$ cat src/rtl/rank_filter.sv
// Rank filter: buffers an N_PIXELS window, odd-even transposition sorts it, and emits the sample at the requested rank.
// Latency: N_PIXELS+1 cycles after the last sample is accepted to the DSO strobe (one SORT pass per cycle, plus one OUT cycle).
// Backpressure: BUSY is high through SORT and OUT, and DSI is ignored then. Macro RANK_FILTER_RANK_SEL_EN enables RANK; without it the output is the median.
module rank_filter #(
    parameter int WIDTH    = 8,
    parameter int N_PIXELS = 9,                  // odd, 3..25
    parameter int RW       = $clog2(N_PIXELS)
) (
    input  logic             CLK,
    input  logic             nRST,
    input  logic             DSI,
    input  logic [WIDTH-1:0] DI,
    input  logic [RW-1:0]    RANK,
    output logic [WIDTH-1:0] DO,
    output logic             DSO,
    output logic             BUSY
);

    // Pass counter must reach N_PIXELS-1, so size it one step wider than the rank index if needed.
    localparam int PW = $clog2(N_PIXELS + 1);

    localparam logic [1:0] S_LOAD = 2'd0;
    localparam logic [1:0] S_SORT = 2'd1;
    localparam logic [1:0] S_OUT  = 2'd2;

    localparam logic [RW-1:0] LAST_IDX   = RW'(N_PIXELS - 1);
    localparam logic [RW-1:0] MEDIAN_IDX = RW'((N_PIXELS - 1) / 2);
    localparam logic [PW-1:0] LAST_PASS  = PW'(N_PIXELS - 1);

    logic [1:0]       state;
    logic [RW-1:0]    cnt;
    logic [PW-1:0]    pass_cnt;
    logic [RW-1:0]    rank_q;
    logic [RW-1:0]    rank_sel;
    logic [WIDTH-1:0] arr    [N_PIXELS];
    logic [WIDTH-1:0] sorted [N_PIXELS];

`ifdef RANK_FILTER_RANK_SEL_EN
    // Requested rank, clamped to the top of the window.
    always_comb begin
        rank_sel = (RANK > LAST_IDX) ? LAST_IDX : RANK;
    end
`else
    // Rank selection disabled: RANK is kept on the port but always the median.
    logic unused_rank;
    assign unused_rank = ^RANK;

    always_comb begin
        rank_sel = MEDIAN_IDX;
    end
`endif

    // One odd-even transposition pass; pairs are disjoint, so all swaps read the pre-pass array.
    always_comb begin
        for (int i = 0; i < N_PIXELS; i++) begin
            sorted[i] = arr[i];
        end
        for (int i = 0; i + 1 < N_PIXELS; i++) begin
            if ((i[0] == pass_cnt[0]) && (arr[i] > arr[i+1])) begin
                sorted[i]   = arr[i+1];
                sorted[i+1] = arr[i];
            end
        end
    end

    // BUSY is a pure state decode, so the OUT cycle also ignores DSI.
    assign BUSY = (state != S_LOAD);

    // Window capture, sort sequencing and ranked output.
    always_ff @(posedge CLK) begin
        if (!nRST) begin
            state    <= S_LOAD;
            cnt      <= '0;
            pass_cnt <= '0;
            rank_q   <= '0;
            DO       <= '0;
            DSO      <= 1'b0;
            for (int i = 0; i < N_PIXELS; i++) begin
                arr[i] <= '0;
            end
        end else begin
            DSO <= 1'b0;
            case (state)
                S_LOAD: begin
                    if (DSI) begin
                        arr[cnt] <= DI;
                        if (cnt == LAST_IDX) begin
                            cnt      <= '0;
                            rank_q   <= rank_sel;
                            pass_cnt <= '0;
                            state    <= S_SORT;
                        end else begin
                            cnt <= cnt + RW'(1);
                        end
                    end
                end
                S_SORT: begin
                    for (int i = 0; i < N_PIXELS; i++) begin
                        arr[i] <= sorted[i];
                    end
                    pass_cnt <= pass_cnt + PW'(1);
                    if (pass_cnt == LAST_PASS) begin
                        state <= S_OUT;
                    end
                end
                S_OUT: begin
                    DO    <= arr[rank_q];
                    DSO   <= 1'b1;
                    state <= S_LOAD;
                end
                default: begin
                    state <= S_LOAD;
                end
            endcase
        end
    end

endmodule

$ cat config.mk
export PLATFORM = sky130hd
export DESIGN_NAME = rank_filter
export DESIGN_NICKNAME = d
export VERILOG_FILES = /design/src/rtl/rank_filter.sv
export SDC_FILE = /design/constraint.sdc
export NUM_CORES = 1
export LEC_CHECK = 0
export BUFFER_PORTS_ARGS = -buffer_cell sky130_fd_sc_hd__buf_2
export CAP_MARGIN = 15
export CORE_MARGIN = 5
export CORE_UTILIZATION = 45
export CTS_CLUSTER_DIAMETER = 30
export DETAILED_ROUTE_END_ITERATION = 8
export GPL_TIMING_DRIVEN = 0
export SETUP_SLACK_MARGIN = 0.02
export SLEW_MARGIN = 0
export SYNTH_ARGS = -nofsm -noshare
export SYNTH_HDL_FRONTEND = slang
export SYNTH_SLANG_ARGS = --single-unit
$ cat constraint.sdc
create_clock -name CLK -period 2.4 [get_ports CLK]
set_input_delay 0.48 -clock CLK [delete_from_list [all_inputs] [get_ports CLK]]
set_output_delay 0.48 -clock CLK [all_outputs]
set_load 0.05 [all_outputs]
-- Yosys cells after proc, flatten, opt, wreduce, memory -nomap -nowiden
Memory sizes are Yosys's and may differ from the RTL's. A register that Yosys moved wholly into a read port is not among the register bits.
Cells that the tools add are included.
- output and inout bits: 10
- bits of input ports: 15
- logic and storage cells: 87
- memories kept: 1
- RAM bits: 72
- register bits after elaboration: 12
- multiplexer cells: 37
- reductions and logical operators: 17
- magnitude comparators: 8
- equality and inequality tests: 7
- add/sub/neg operators: 2
- bitwise gates (word level): 10
- memories (memory ; depth ; width ; rd ports ; clocked after memory_dff ; write ports ; RTL line ; source):
    arr ; 9 ; 8 ; 10 ; 1 ; 9 ; 35 ; logic [WIDTH-1:0] arr [N_PIXELS];
- operators with widths (cell ; number):
    $mux 16 ; 8
    $mux 8 ; 10
    $gt 8x8->1 ; 8
    $mux 4 ; 4
    $mux 1 ; 10
    $or 1x1->1 ; 9
    $reduce_and 3->1 ; 3
    $add 4x1->4 const B ; 2
    $eq 4x4->1 const B ; 2
    $logic_and 1x1->1 ; 8
    $pmux 4 s2 ; 1
    $reduce_or 8->1 ; 1
    $mux 2 ; 3
    $ne 2x2->1 const B ; 3
    $pmux 2 s2 ; 1
    $reduce_bool 2->1 ; 2
    $eq 2x1->1 const B ; 1
    $eq 2x2->1 const B ; 1
    $logic_not 2->1 ; 1
    $reduce_and 2->1 ; 1
    $logic_not 1->1 ; 1
    $not 1->1 ; 1

-- Longest topological paths before layout
Gate-level depths: netlist of the first run.
An unclocked memory read counts as a cell.
- word-level depth: 12
- mapped depth: 8
- gate-level depth less buffers: 7

-- Worst setup path before layout of the first run
OpenSTA, ideal clock, no wires.
- path type: flip-flop to flip-flop
- from: mem arr[2][7]
- to: mem arr[1][0] (enable)
- clock period less this slack: 2334 ps
- setup time: 378 ps
- cell stages (with the launch flop): 8
- required time: 2022 ps
- data arrival time: 1956 ps
- path buffers: 0
- slack: 66 ps
- cell sequence: edfxtp_1 inv_1 ha_1 nand2_1 o21ai_0 o31a_1 nand3_1 a32oi_1
- RTL lines (item ; RTL line):
    from (decl) ; 35

==> metrics.csv, run 1 <==
metric,value,unit
cts.sinks,92,
drt_iter0_markers,560,
viasPerCell,6.20,
insertion_delay,360,ps
syn_avg_cell_area,10.2,um2
worstMarginPinSlew,732,ps
root_buffer,clkbuf_16,
crit_chain,inv_1 -> ha_1 -> and4_1 -> nor2b_2 -> nor3_2 -> a22o_4 -> a221o_1,
grt-ovfl-total,0,
synth_cell_types,67,
path_buf_inv,1,
grt_setup_unrepaired,yes,
maxSlewHeadroom,51.2,%
critPathLaunchType,register,
outcome,completed,
endpoint_kind,register,
cts_inserted_buffers,9,
max_freq,427,MHz
pwr_density_cell,507,nW/um2
maxCapViolCount,0,
track_usage,23.6,%
clk_path_buf_depth,2,
cpPeakStageDelay,430,ps
critPathSlowestCell,edfxtp_1,
dp.cells,822,
ant_nets,0,
syn-num-nets,714,
start_util,46.0,%
layout_common_cells,"edfxtp_1, inv_1, ha_1",
synth_edf_count,72,
synth_cells,629,
die_y,129,um
clk_pin_slew_worst_paths,70,ps
cts_max_level,3,
gp_congestion,0.909,
synth-seq-cells,92,
rows,43,
min_period_over_period,97.5,%
crit_family,compound AO/OA/AOI/OAI gates,
ys_seq_area_share,40.1,%
critPathMaxFanout,8,
n_antenna_cell,0,
finalHoldViolations,0,
die_w,129,um
min_period,2340,ps
worstSetupPathType,reg -> reg,
worstPathArrival,2440,ps
grt_max_degree,17,
ctsHoldBuffers,0,
netlist_area,6390,um2
wl_per_cell,22.2,um
die_area,16700,um2
finalSetupViolCount,0,
final_cell_count_no_fill,879,
finClkSkew,8.45,ps
cts_tree,done,
dp.final_hpwl,14400,um
wl_met2,9030,um
remaining_drc_errors,0,
slew_violations,0,
drt-total-wl,19500,um
final_common_cell,edfxtp_1,
antenna_found_initial,0,
setup_tns,0,ps
top_layer_used,met4,
ys_warn_count,0,
num_vias,5452,
core_area,13900,um2
synth_ff_type,edfxtp_1,
wl_met3,1520,um
io_pins,25,
io_buffer_count,12,
async_flop_share,0,%
grt_pass1_vias,5310,
cp.required,2500,ps
dr.pass1.iters,5,
ir_worst_vdd,310,uV
grt_pass1_wl,30000,um
final_nets,779,
hp-class,in -> reg,
layout-drive-gt1-share,19.5,%
drt-met1-wl,8480,um
cellLeakagePower,3.15,nW
syn2layout_area_growth,17.8,%
==> synthesized netlist by cell type (all sizes together), types with 2 or more instances <==
cell,count,area [um2]
a211oi,8,60.1
a21boi,4,30.0
a21o,3,22.5
a21oi,38,190
a221o,40,400
a22o,9,87.6
a22oi,3,27.5
a32oi,3,26.3
and2,9,58.8
and2b,2,17.5
and3,34,216
and4,4,35.0
buf,17,141
clkbuf,17,75.1
dfxtp,20,400
edfxtp,72,2160
ha,70,876
inv,72,270
mux2i,8,80.1
nand2,37,144
nand3,11,55.1
nand3b,2,15.0
nand4,16,100
nor2,29,116
nor2b,8,50.1
nor3,6,40.0
nor4,2,12.5
o2111a,3,35.0
o211a,3,30.0
o211ai,9,72.6
o21ai,27,143
o221ai,8,70.1
o311ai,16,140
or2,3,18.8
xor2,3,26.3
==> through the flow <==
step | setup slack (ps) | hold WS (ps) | instance area [um2] | util (%) | total power [W]
2_1_floorplan | 66.0 | 474 | 6390 | - | 0.00214
3_3_place_gp | -451 | 487 | 6670 | 48.1 | 0.00228
3_5_place_dp | -484 | 491 | 6680 | 48.1 | 0.00230
4_1_cts | 32.4 | 432 | 7160 | 51.6 | 0.00376
5_1_grt | 3.38 | 466 | 7520 | 54.2 | 0.00394
6_report | 59.5 | 444 | 7520 | 54.2 | 0.00381
==> power breakdown <==
| group | internal [W] | total [W] | switching [W] |
|---|---|---|---|
| clock network | 0.000774 | 0.00147 | 0.000693 |
| registers | 0.00178 | 0.00184 | 0.0000675 |
| logic | 0.000189 | 0.000501 | 0.000312 |
==> registers in the layout (all words and copies together), names as in the netlist <==
name	count
arr	72
DO	8
cnt	4
pass_cnt	4
state	2
DSO	1
rank_q	1
==> layer usage <==
metal  global-route usage, %  up-vias
li1                        -     2546
met1                    31.8     2657
met2                    37.7      213
met3                    4.53       36
met4                    9.14        0
met5                       0        -
==> worst paths after layout <==
path                                           from                       end  slack (ps)  cells past startpoint
worst max register to register  arr[3][3]$_DFFE_PP_       arr[3][7]$_DFFE_PP_          60                      7
worst min-delay path                           nRST  pass_cnt[3]$_SDFFE_PN0P_         440                      2
worst max-delay path            arr[3][3]$_DFFE_PP_       arr[3][7]$_DFFE_PP_          60                      7
worst min register to register   DO[3]$_SDFFE_PN0P_        DO[3]$_SDFFE_PN0P_         500                      2
==> cells by family (layout without fill, tap and decap cells) <==
family	Yosys count	count (layout)	share of synthesized area [%]
DFF	92	92	40.1
xor gates and xnor gates	4	4	0.549
adders and majority gates	70	70	13.7
buffers and inverters	107	176	7.68
and+or+nand+nor	169	169	15.1
AOI/OAI and AO/OA	179	180	21.5
muxes	8	8	1.25
==> layout make-up <==
type / instances / area, um2
Fill cell: 1271 / 6360
Clock inverter: 6 / 42.5
Clock buffer: 10 / 250
Inverter: 73 / 278
Timing Repair Buffer: 53 / 419
Tap cell: 180 / 225
Sequential cell: 92 / 2560
Multi-Input combinational cell: 431 / 3530
Buffer: 34 / 220
==> what timing repair did <==
item,in CTS,in global routing
resized for setup,21,26
pin swaps,3,9
endpoints found under the setup margin,80,119
hold endpoints to repair,0,0
gates cloned,0,1
setup buffers,8,32
Power figures use the tool's default switching activity.
==> inputs of run 2 (changes only) <==
--- a/config.mk
+++ b/config.mk
@@ -8,12 +8,11 @@
 export BUFFER_PORTS_ARGS = -buffer_cell sky130_fd_sc_hd__buf_2
 export CAP_MARGIN = 15
 export CORE_MARGIN = 5
-export CORE_UTILIZATION = 45
+export CORE_UTILIZATION = 40
 export CTS_CLUSTER_DIAMETER = 30
 export DETAILED_ROUTE_END_ITERATION = 8
 export GPL_TIMING_DRIVEN = 0
 export SETUP_SLACK_MARGIN = 0.02
-export SLEW_MARGIN = 0
 export SYNTH_ARGS = -nofsm -noshare
 export SYNTH_HDL_FRONTEND = slang
 export SYNTH_SLANG_ARGS = --single-unit
==> run 2 against run 1 <==
Net effect: the run now ends with negative setup slack left; die area increased by 12%; maximum frequency decreased by 3.3%; clock power increased by 3%; largest power group unchanged.
==> metrics.csv, run 2 (synthesized netlist as in run 1, its figures left out) <==
metric,value,unit
n_antenna_cell,0,
r2r_start,state[1]$_SDFFE_PN0P_,
cellLeakagePower,3.19,nW
top_regs,"arr: 72 flops, DO: 8 flops",
cpPeakStageDelay,690,ps
pwr_density_cell,507,nW/um2
min_period,2420,ps
grt_max_degree,18,
crit_chain,and2b_2 -> nor2_1 -> a21boi_0 -> a21oi_4 -> buf_12,
use_met3,3.74,%
worstRegToRegCells,5,
io_pins,25,
grt_pass1_vias,5343,
remaining_drc_errors,0,
ir_worst_vdd,318,uV
finalHoldViolations,0,
timing.rr.end,arr[4][0]$_DFFE_PP_,
insertion_delay,360,ps
cts_tree,done,
cp.required,2520,ps
hp-class,in -> reg,
cts.sinks,92,
busiest_layer,met2,
violations,negative setup slack,
ant_nets,0,
clk_path_buf_depth,2,
gp_congestion,0.945,
final_util,48.7,%
cts_inserted_buffers,9,
hold_start,nRST,
critPathMaxFanout,8,
fillCellCount,1471,
endpoint_kind,register,
hold_end,pass_cnt[3]$_SDFFE_PN0P_,
syn2layout_area_growth,20.2,%
rows,46,
cts_max_level,3,
finalSetupViolCount,9,
holdPathStages,2,
worstMarginPinSlew,887,ps
largest_reg_flops,72,
clk_pin_slew_worst_paths,80,ps
core_area,15800,um2
antenna_found_initial,0,
ctsHoldBuffers,0,
outcome,finished with violations,
max_freq,413,MHz
ff2ff_setup_slack,-20,ps
viasPerCell,6.08,
finClkSkew,10.3,ps
die_area,18600,um2
critPathLaunchType,register,
drt_iter0_markers,701,
worstSetupPathType,reg -> reg,
track_usage,21.3,%
grt_pass1_wl,30000,um
dp_slack,-636,ps
fin_ws,-21.6,ps
use_met2,33.4,%
final_nets,787,
root_buffer,clkbuf_16,
num_vias,5609,
critPathSlowestCell,nor2_1,
gr-usage-met1,29.6,%
min_period_over_period,101,%
finalInstanceArea,7670,um2
hold_slack,449,ps
slew_violations,0,
start_util,40.5,%
layout_common_cells,"edfxtp_1, ha_1, inv_1",
place_area,6720,um2
largest_register,arr,
die_w,136,um
layout-drive-gt1-share,21.1,%
grt_setup_unrepaired,yes,
maxSlewHeadroom,40.7,%
worstPathArrival,2550,ps
die_y,136,um
dr.pass1.iters,5,
grt-ovfl-total,0,
maxCapViolCount,0,
dp.final_hpwl,14500,um
io_buffer_count,12,
final_common_cell,edfxtp_1,
drt-total-wl,19800,um
wl_per_cell,21.5,um
[run 2: cell count changes in the layout (fill, tap and decap cells not counted), moves of 2 or more]
cell      previous run  this run
clkinv_2             2         0
inv_2                2         4
clkinv_1             0         2
inv_1               70        68
buf_4               38        48
o21ai_1              7         5
[run 2: routing by layer]
metal | wire (um) | vias up
met5 | 0 | -
met4 | 470 | 0
met3 | 1790 | 49
met2 | 8890 | 298
met1 | 8660 | 2694
li1 | - | 2568
[run 2: worst max path at each step]
stage	startpoint	end	slack (ps)	cells after the start
3_3_place_gp	arr[2][1]$_DFFE_PP_	arr[1][4]$_DFFE_PP_	-610	7
3_5_place_dp	arr[2][5]$_DFFE_PP_	arr[1][4]$_DFFE_PP_	-640	7
4_1_cts	arr[5][7]$_DFFE_PP_	arr[6][5]$_DFFE_PP_	-100	6
5_1_grt	arr[5][6]$_DFFE_PP_	arr[5][5]$_DFFE_PP_	-60	8
2_1_floorplan	arr[2][7]$_DFFE_PP_	arr[1][0]$_DFFE_PP_	70	7
6_report	state[1]$_SDFFE_PN0P_	arr[4][0]$_DFFE_PP_	-20	5
[run 2: layout make-up]
class | instances | area [um2] | share of cell area [%]
multi-input combinational | 430 | 3550 | 46.2
clock inverter | 7 | 78.8 | 1.03
inverter | 73 | 274 | 3.57
timing repair buffer | 62 | 498 | 6.49
sequential | 92 | 2560 | 33.4
buffer | 34 | 219 | 2.85
tap | 216 | 270 | 3.52
clock buffer | 9 | 225 | 2.93
[run 2: power by group]
part / switching [W] / total, W / internal (W)
Combinational: 0.000322 / 0.000524 / 0.000202
Sequential: 0.0000721 / 0.00185 / 0.00178
Clock: 0.000694 / 0.00152 / 0.000824
Total: 0.00109 / 0.00389 / 0.00280
[run 2: metrics by stage]
step	TNS [ps]	total power, W	std cells
2_1_floorplan	0	0.00214	629
3_3_place_gp	-21170	0.00228	857
3_5_place_dp	-23700	0.00230	857
4_1_cts	-887	0.00382	888
5_1_grt	-989	0.00401	923
6_report	-162	0.00389	923
[run 2: worst max-delay path, delay by kind of cell, from the launching register on]
| kind | cells | cell delay, ps |
|---|---|---|
| buf+inv | 1 | 160 |
| flops | 1 | 520 |
| simple gates | 2 | 1010 |
| compound gates | 2 | 500 |
[run 2: timing repair]
item / in CTS / in global routing
endpoints found under the setup margin: 106 / 109
resized for setup: 20 / 32
pin swaps: 3 / 16
buffers inserted: 15 / 35
==> inputs of run 3 (changes only) <==
--- a/config.mk
+++ b/config.mk
@@ -9,6 +9,7 @@
 export CAP_MARGIN = 15
 export CORE_MARGIN = 5
 export CORE_UTILIZATION = 40
+export CTS_BUF_LIST = sky130_fd_sc_hd__clkbuf_4 sky130_fd_sc_hd__clkbuf_8
 export CTS_CLUSTER_DIAMETER = 30
 export DETAILED_ROUTE_END_ITERATION = 8
 export GPL_TIMING_DRIVEN = 0
==> run 3 against run 2 <==
Net effect: the flow now finishes without violations; maximum frequency is 1.9% higher; global-route usage barely moved; count of clock-buffer cells in the layout unchanged; clock skew up 6.5 ps; largest cell class unchanged.
==> metrics.csv, run 3 (synthesized netlist as in run 1, its figures left out) <==
metric,value,unit
n_antenna_cell,0,
worstSetupPathType,reg -> reg,
drt_iter0_markers,627,
grt_pass1_wl,30000,um
place_area,6720,um2
rows,46,
top_regs,"arr: 72 flops, DO: 8 flops",
cpPeakStageDelay,470,ps
dp.final_hpwl,14500,um
track_usage,21.3,%
io_pins,25,
cp.required,2510,ps
largest_register,arr,
ctsHoldBuffers,0,
gp_congestion,0.945,
worstMarginPinSlew,838,ps
multi_input_area,3510,um2
die_area,18600,um2
holdPathStages,2,
path_buf_inv,2,
crit_family,compound AO/OA/AOI/OAI gates,
critPathLaunchType,register,
seqCellArea,2560,um2
ant_nets,0,
layout-drive-gt1-share,21.0,%
die_y,136,um
maxSlewHeadroom,43.9,%
syn2layout_area_growth,19.3,%
wl_per_cell,21.3,um
grt_max_degree,18,
worstRegToRegCells,8,
fillCellCount,1476,
remaining_drc_errors,0,
final_util,48.3,%
cts_tree,done,
worstPathArrival,2480,ps
finalInstanceArea,7620,um2
largest_reg_flops,72,
io_buffer_count,12,
outcome,completed,
critPathMaxFanout,8,
hold_slack,403,ps
root_buffer,clkbuf_8,
cts_inserted_buffers,9,
clk_path_buf_depth,2,
start_util,40.5,%
min_period,2380,ps
use_met2,33.4,%
final_nets,794,
use_met3,4.03,%
clk_pin_slew_worst_paths,110,ps
max_freq,421,MHz
layout_common_cells,"edfxtp_1, inv_1, ha_1",
grt-ovfl-total,0,
cellLeakagePower,3.20,nW
finalSetupViolCount,0,
busiest_layer,met2,
crit_chain,inv_1 -> ha_1 -> a21oi_1 -> o21ai_0 -> o211ai_1 -> and3_2 -> a21oi_4 -> buf_12,
critPathSlowestCell,o21ai_0,
antenna_found_initial,0,
crit_cells,8,
finalHoldViolations,0,
finClkSkew,16.9,ps
hp-class,in -> reg,
dp_slack,-636,ps
core_area,15800,um2
num_vias,5642,
maxCapViolCount,0,
viasPerCell,6.07,
pwr_density_cell,461,nW/um2
ir_worst_vdd,225,uV
slew_violations,0,
die_w,136,um
endpoint_kind,register,
drt-total-wl,19800,um
gr-usage-met1,29.5,%
setup_tns,0,ps
min_period_over_period,99.1,%
dr.pass1.iters,6,
fin_ws,22.5,ps
final_common_cell,edfxtp_1,
insertion_delay,390,ps
cts.sinks,92,
cts_max_level,3,
grt_pass1_vias,5367,
-- run 3: power by group --
group	switching, W	leakage, nW	internal [W]
logic	0.000317	2.19	0.000204
clock network	0.000649	0.100	0.000497
registers	0.0000719	0.906	0.00178
-- run 3: path summary, 6_finish.rpt --
path / start / end / slack [ps]
setup / recovery: arr[5][5]$_DFFE_PP_ / arr[5][5]$_DFFE_PP_ / 20
hold / removal: nRST / pass_cnt[3]$_SDFFE_PN0P_ / 400
setup reg to reg: arr[5][5]$_DFFE_PP_ / arr[5][5]$_DFFE_PP_ / 20
hold reg to reg: DO[4]$_SDFFE_PN0P_ / DO[4]$_SDFFE_PN0P_ / 500
-- run 3: per-stage QoR --
stage,power (W),instances
after floorplan,0.00214,629
after global placement,0.00228,857
after detailed placement,0.00230,857
after CTS,0.00345,888
after global routing,0.00365,930
final,0.00351,930
-- run 3: final cells by class --
type,count,share of cell area (%)
Sequential cell,92,33.6
Buffer,34,2.89
Clock inverter,7,1.03
Timing Repair Buffer,69,7.56
Inverter,73,3.60
Multi-Input combinational cell,430,46.1
Clock buffer,9,1.63
Tap cell,216,3.55
-- run 3: what timing repair did --
item | 4_1_cts | 5_1_grt
resized for setup | 21 | 23
setup buffers | 15 | 42
endpoints found under the setup margin | 106 | 110
gates cloned | 0 | 0
pin swaps | 4 | 16
-- run 3: per-layer routing --
metal | up-vias | wire [um]
li1 | 2575 | -
met1 | 2759 | 8610
met2 | 260 | 8960
met3 | 48 | 1720
met4 | 0 | 515
met5 | - | 0
